`src/rtl/interrupt_interface_pkg.sv`:
```
// Shared constants, FSM state type and priority helper for the interrupt interface.
package interrupt_interface_pkg;

    localparam int unsigned MIP_MSIP_BIT = 3;
    localparam int unsigned MIP_MTIP_BIT = 7;
    localparam int unsigned MIP_MEIP_BIT = 11;

    localparam logic [3:0] INT_CODE_MSI = 4'd3;
    localparam logic [3:0] INT_CODE_MTI = 4'd7;
    localparam logic [3:0] INT_CODE_MEI = 4'd11;

    typedef enum logic [1:0] {
        IDLE,
        PEND,
        HOLDOFF
    } intif_state_t;

    // RISC-V machine-level order: external, then software, then timer.
    function automatic logic [3:0] intif_prio(input logic [31:0] pend);
        if (pend[MIP_MEIP_BIT]) begin
            return INT_CODE_MEI;
        end else if (pend[MIP_MSIP_BIT]) begin
            return INT_CODE_MSI;
        end else if (pend[MIP_MTIP_BIT]) begin
            return INT_CODE_MTI;
        end
        return '0;
    endfunction

endpackage

```
`src/rtl/intif_sync.sv`:
```
// N-stage reset-to-0 flop chain for an asynchronous level; STAGES=0 is a wire.
module intif_sync #(
    parameter int unsigned STAGES = 2
) (
    input  logic clk,
    input  logic rst,
    input  logic d_i,
    output logic q_o
);

    generate
        if (STAGES == 0) begin : g_bypass
            assign q_o = d_i;
        end else begin : g_chain
            logic [STAGES-1:0] sync_q;

            always_ff @(posedge clk or posedge rst) begin
                if (rst) begin
                    sync_q <= '0;
                end else begin
                    sync_q[0] <= d_i;
                    for (int unsigned i = 1; i < STAGES; i++) begin
                        sync_q[i] <= sync_q[i-1];
                    end
                end
            end

            assign q_o = sync_q[STAGES-1];
        end
    endgenerate

endmodule

```
`src/rtl/interrupt_interface.sv`:
```
// Captures MSIP/MTIP/MEIP into mip, masks and arbitrates them, and presents one
// held interrupt to commit with a req/ack handshake followed by a holdoff window.
module interrupt_interface
    import interrupt_interface_pkg::*;
#(
    parameter int unsigned EXT_SYNC_STAGES = 2,
    parameter int unsigned HOLDOFF_CYCLES  = 2
) (
    input  logic        clk,
    input  logic        rst,
    input  logic        all_intif_int_software_req,
    input  logic        all_intif_int_timer_req,
    input  logic        all_intif_int_ext_req,
    input  logic [31:0] csr_intif_mie_data,
    input  logic        csr_intif_mstatus_mie,
    input  logic        commit_intif_ack,
    output logic [31:0] intif_csr_mip_data,
    output logic        intif_commit_has_interrupt,
    output logic [31:0] intif_commit_mcause_data
);

    logic         ext_sync;
    logic         msip_q, mtip_q, meip_q;
    logic [31:0]  mip;
    logic [31:0]  pend;
    logic         take;

    intif_state_t state_q, state_d;
    logic [3:0]   cause_q, cause_d;
    logic         cause_vld_q, cause_vld_d;
    logic [3:0]   cnt_q, cnt_d;

    intif_sync #(.STAGES(EXT_SYNC_STAGES)) u_ext_sync (
        .clk (clk),
        .rst (rst),
        .d_i (all_intif_int_ext_req),
        .q_o (ext_sync)
    );

    always_ff @(posedge clk or posedge rst) begin
        if (rst) begin
            msip_q <= 1'b0;
            mtip_q <= 1'b0;
            meip_q <= 1'b0;
        end else begin
            msip_q <= all_intif_int_software_req;
            mtip_q <= all_intif_int_timer_req;
            meip_q <= ext_sync;
        end
    end

    always_comb begin
        mip               = '0;
        mip[MIP_MSIP_BIT] = msip_q;
        mip[MIP_MTIP_BIT] = mtip_q;
        mip[MIP_MEIP_BIT] = meip_q;
    end

    assign pend = mip & csr_intif_mie_data;
    assign take = csr_intif_mstatus_mie & (|pend);

    always_ff @(posedge clk or posedge rst) begin
        if (rst) begin
            state_q     <= IDLE;
            cause_q     <= '0;
            cause_vld_q <= 1'b0;
            cnt_q       <= '0;
        end else begin
            state_q     <= state_d;
            cause_q     <= cause_d;
            cause_vld_q <= cause_vld_d;
            cnt_q       <= cnt_d;
        end
    end

    always_comb begin
        state_d     = state_q;
        cause_d     = cause_q;
        cause_vld_d = cause_vld_q;
        cnt_d       = cnt_q;
        case (state_q)
            IDLE: begin
                if (take) begin
                    cause_d     = intif_prio(pend);
                    cause_vld_d = 1'b1;
                    state_d     = PEND;
                end
            end
            PEND: begin
                if (commit_intif_ack) begin
                    cnt_d   = 4'(HOLDOFF_CYCLES);
                    state_d = HOLDOFF;
                end else if (!pend[cause_q] || !csr_intif_mstatus_mie) begin
                    state_d = IDLE;
                end
            end
            HOLDOFF: begin
                // Leaving as the decremented count reaches 1 makes the IDLE
                // cycle the last quiet cycle, so the line stays low HOLDOFF_CYCLES.
                cnt_d = cnt_q - 4'd1;
                if (cnt_q <= 4'd2) begin
                    state_d = IDLE;
                end
            end
            default: state_d = IDLE;
        endcase
    end

    assign intif_csr_mip_data         = mip;
    assign intif_commit_has_interrupt = (state_q == PEND);
    assign intif_commit_mcause_data   = {cause_vld_q, 27'b0, cause_q};

endmodule
```
`config.mk`:
```
export PLATFORM = sky130hd
export DESIGN_NAME = interrupt_interface
export DESIGN_NICKNAME = d
export VERILOG_FILES = /design/src/rtl/interrupt_interface_pkg.sv /design/src/rtl/intif_sync.sv /design/src/rtl/interrupt_interface.sv
export SDC_FILE = /design/constraint.sdc
export NUM_CORES = 1
export LEC_CHECK = 0
export ABC_AREA = 1
export BUFFER_PORTS_ARGS = -buffer_cell sky130_fd_sc_hd__buf_4
export CAP_MARGIN = 10
export CELL_PAD_IN_SITES_DETAIL_PLACEMENT = 0
export CELL_PAD_IN_SITES_GLOBAL_PLACEMENT = 1
export CORE_MARGIN = 2
export CORE_UTILIZATION = 25
export CTS_BUF_LIST = sky130_fd_sc_hd__clkbuf_8
export CTS_CLUSTER_DIAMETER = 80
export DETAILED_ROUTE_END_ITERATION = 10
export PLACE_DENSITY_LB_ADDON = 0.1
export SLEW_MARGIN = 5
export SYNTH_ARGS = -nofsm -noshare
export SYNTH_HDL_FRONTEND = slang
export SYNTH_SLANG_ARGS = --single-unit
```
`constraint.sdc`:
```
create_clock -name clk -period 1.3 [get_ports clk]
set_input_delay 0.065 -clock clk [delete_from_list [all_inputs] [get_ports clk]]
set_output_delay 0.065 -clock clk [all_outputs]
set_load 0.01 [all_outputs]
```
==> summary.txt <==
Timing
  • Final TNS setup: 0 ns
  • Min cycle time layout: 1.08 ns
  • Slew margin rel.: just over 60%
  • Final Hold Viols: 0
  • Period utilization: slightly above 80%
  • Fin. max-slew vios: 0
  • Endpoints failing setup: 0
  • Slew @ Worst Pin: just under 0.6 ns
  • Final Skew: approximately 0.0035 ns
  • Max Fclk: 927 MHz
  • RSZ-0062 raised after global routing: false

Synthesis
  • Distinct cells, synth: 20
  • Synth Cell Area: ~1100 sq um
  • Synth Warn #: 0
  • Seq/Total Area, Yosys: between 30 and 40%
  • Cell count after synthesis: between 100 and 150
  • Yosys reg bits: 15
  • Avg Inst Size Synth: 8.59 sq um

Global route
  • First-pass GRT wire length: 2460 um
  • Vias in the first global route: approximately 550
  • Antenna violations before repair: 0
  • Maximum number of pins on one net before global-route repair: 16
  • Gr ovfl total: 0
  • Gr usage total: approximately 6.3%

Power and ir drop
  • Power Dens Cells: about 1500 nW/um^2
  • Comb power frac: 36.3%
  • Peak VDD IR: 0.812 mV
  • Leakage: 0.638 nW
  • Clock Power Share: a little over a fifth
  • Sw frac: between 30 and 40%
  • Int Pwr: 1.04 mW
  • Sequential power share: around two fifths
  • P_sw: 657 uW

Worst setup path
  • Crit-path cells: inv_1, nor2_2, buf_4
  • Worst Path Buf+Inv: 2
  • Max incr delay on CP: around 0.40 ns
  • Worst EP arrival: 1.01 ns
  • Crit path required time: roughly 1.2 ns
  • Crit path max-delay family: flip-flops
  • Startpoint types: register
  • Setup CP Type: reg2out
  • Crit path max-delay cell type: dfrtp_1
  • Crit path max fanout: 3
  • Crit end category: primary output

Placement
  • Placer's final routability congestion estimate: 0.721
  • Cell count after placement: between 150 and 200
  • I/O Buffers: 18
  • Dpl hpwl: 1450 um

Finish
  • # diodes: 0
  • Commonest non-fill, non-tap cell in the layout: conb_1
  • Layout area overhead: 3.14%
  • Final nets: roughly 190
  • Fraction of layout cells with a size suffix above 1: a little over 20%
  • Commonest non-fill, non-tap cells in the layout: 56 x conb_1, 18 x buf_4, 15 x dfrtp_1, 14 x nand2_1, 9 x inv_1
  • Post-route insts no fill: between 200 and 250

Clocking
  • CTS root buf: clkbuf_8
  • CTS max path bufs: 2
  • Num Clock Sinks: 15
  • Clk_lat worst skew: approximately 0.25 ns
  • Reg clk slew, reported paths: roughly 0.06 ns
  • Setup bufs post-CTS: 0
  • Num CTS Buffers: 3
  • H-tree depth: 1
  • TritonCTS clock tree: yes

Routing
  • Number of DRC markers in iteration 0: 7
  • First-pass DRT Iterations: 2
  • Vias: 661
  • Drt via density: approximately 3.3
  • Final wirelength: ~1700 um
  • Post-DRT Antenna Nets: 0
  • Drt drc: 0
  • Drt wl/cell: ~8.5 um

Flow run
  • # Max-Cap Violations: 0

Floorplan
  • Die Ht: slightly above 70 um
  • Die Width: a little over 70 um
  • Row Count: 24
  • Core footprint: between 4000 and 5000 sq um
  • Die area: about 5000 sq um
  • Total I/O pin count: 104
  • Initial Util: between 20% and 30%

Status
  • Outcome: finished, final reports clean

Worst hold path
  • HP Class: in2reg
cells in the mapped netlist (all sizes together):
library cell  instances  area share [%]
nand3                 7             3.1
conb                  1            0.34
nor3                  2            0.90
o211ai                1            0.67
a21oi                 1            0.78
nand4                 2             1.7
inv                  11             3.7
nor2                  5             3.2
buf                  61              41
nand2                15             5.3
ha                    2             2.2
dfrtp                15              34
o21ai                 7             3.5
power groups by stage:
stage / registers, mW / clock network (mW) / logic (mW)
after global routing: 0.724 / 0.416 / 0.691
final: 0.707 / 0.373 / 0.614
after CTS: 0.708 / 0.391 / 0.623
after detailed placement: 0.715 / 0 / 0.612
after global placement: 0.711 / 0 / 0.605
after floorplan: 0.699 / 0 / 0.573
tightest hold or removal path: stages:
cell     delay, ns
buf_4         0.09
nand4_1       0.08
nand2_1       0.06
what timing repair did:
item                                   CTS  global route
resized for setup                        0             0
hold buffers                             4             0
endpoints found under the hold margin   18             0
area by class of cell:
type / count / area [sq um]
fill: 480 / 3170
multi-input combinational: 98 / 449
sequential: 15 / 375
timing repair buffer: 22 / 175
tap: 52 / 65.1
clock buffer: 3 / 41.3
inverter: 11 / 41.3
clock inverter: 1 / 5.00
worst paths after layout:
path / endpoint / cells after the start / slack [ns] / startpoint
max in group asynchronous: cause_vld_q / 3 / 0.48 / rst
min reg2reg: meip_q / 0 / 0.35 / u_ext_sync.g_chain.sync_q[1]
max reg2reg: cnt_q[2] / 6 / 0.24 / cnt_q[0]
max: intif_commit_has_interrupt / 3 / 0.22 / state_q[0]
min: state_q[0] / 3 / 0.09 / csr_intif_mstatus_mie
min in group asynchronous: u_ext_sync.g_chain.sync_q[0] / 3 / 0.44 / rst
registers in the layout (all words and copies together) (netlist names):
register,cells
cause_q,3
cause_vld_q,1
cnt_q,4
meip_q,1
msip_q,1
mtip_q,1
state_q,2
u_ext_sync.g_chain.sync_q,2
metrics by stage:
| stage | setup WS (ns) | area [sq um] | util (%) | total power [mW] | hold slack (ns) |
|---|---|---|---|---|---|
| floorplan | 0.325 | 1320 | - | 1.27 | -0.0335 |
| global placement | 0.237 | 1070 | 24.7 | 1.32 | 0.174 |
| detailed placement | 0.246 | 1070 | 24.7 | 1.33 | 0.175 |
| CTS | 0.196 | 1150 | 26.6 | 1.72 | 0.0867 |
| global route | 0.119 | 1150 | 26.6 | 1.83 | 0.130 |
| finish | 0.221 | 1150 | 26.6 | 1.69 | 0.0854 |
per-layer routing:
layer  global-route usage, %  part of all wire (%)  routed length, um  up-vias
li1                        -                     -                  -      327
met2                    10.7                    55                933       31
met3                    2.99                   7.4                127        2
met5                       0                     0                  0        -
met4                    1.26                  0.35                  6        0
met1                    7.16                    37                640      301
cell families after synthesis:
group | after synthesis | share of synthesized area (%)
buffers and inverters | 72 | 44.7
adders and majority gates | 2 | 2.24
AOI/OAI and AO/OA | 9 | 4.93
other | 1 | 0.336
DFF | 15 | 33.6
and+or+nand+nor | 31 | 14.2
(Power assumes the default switching activity.)
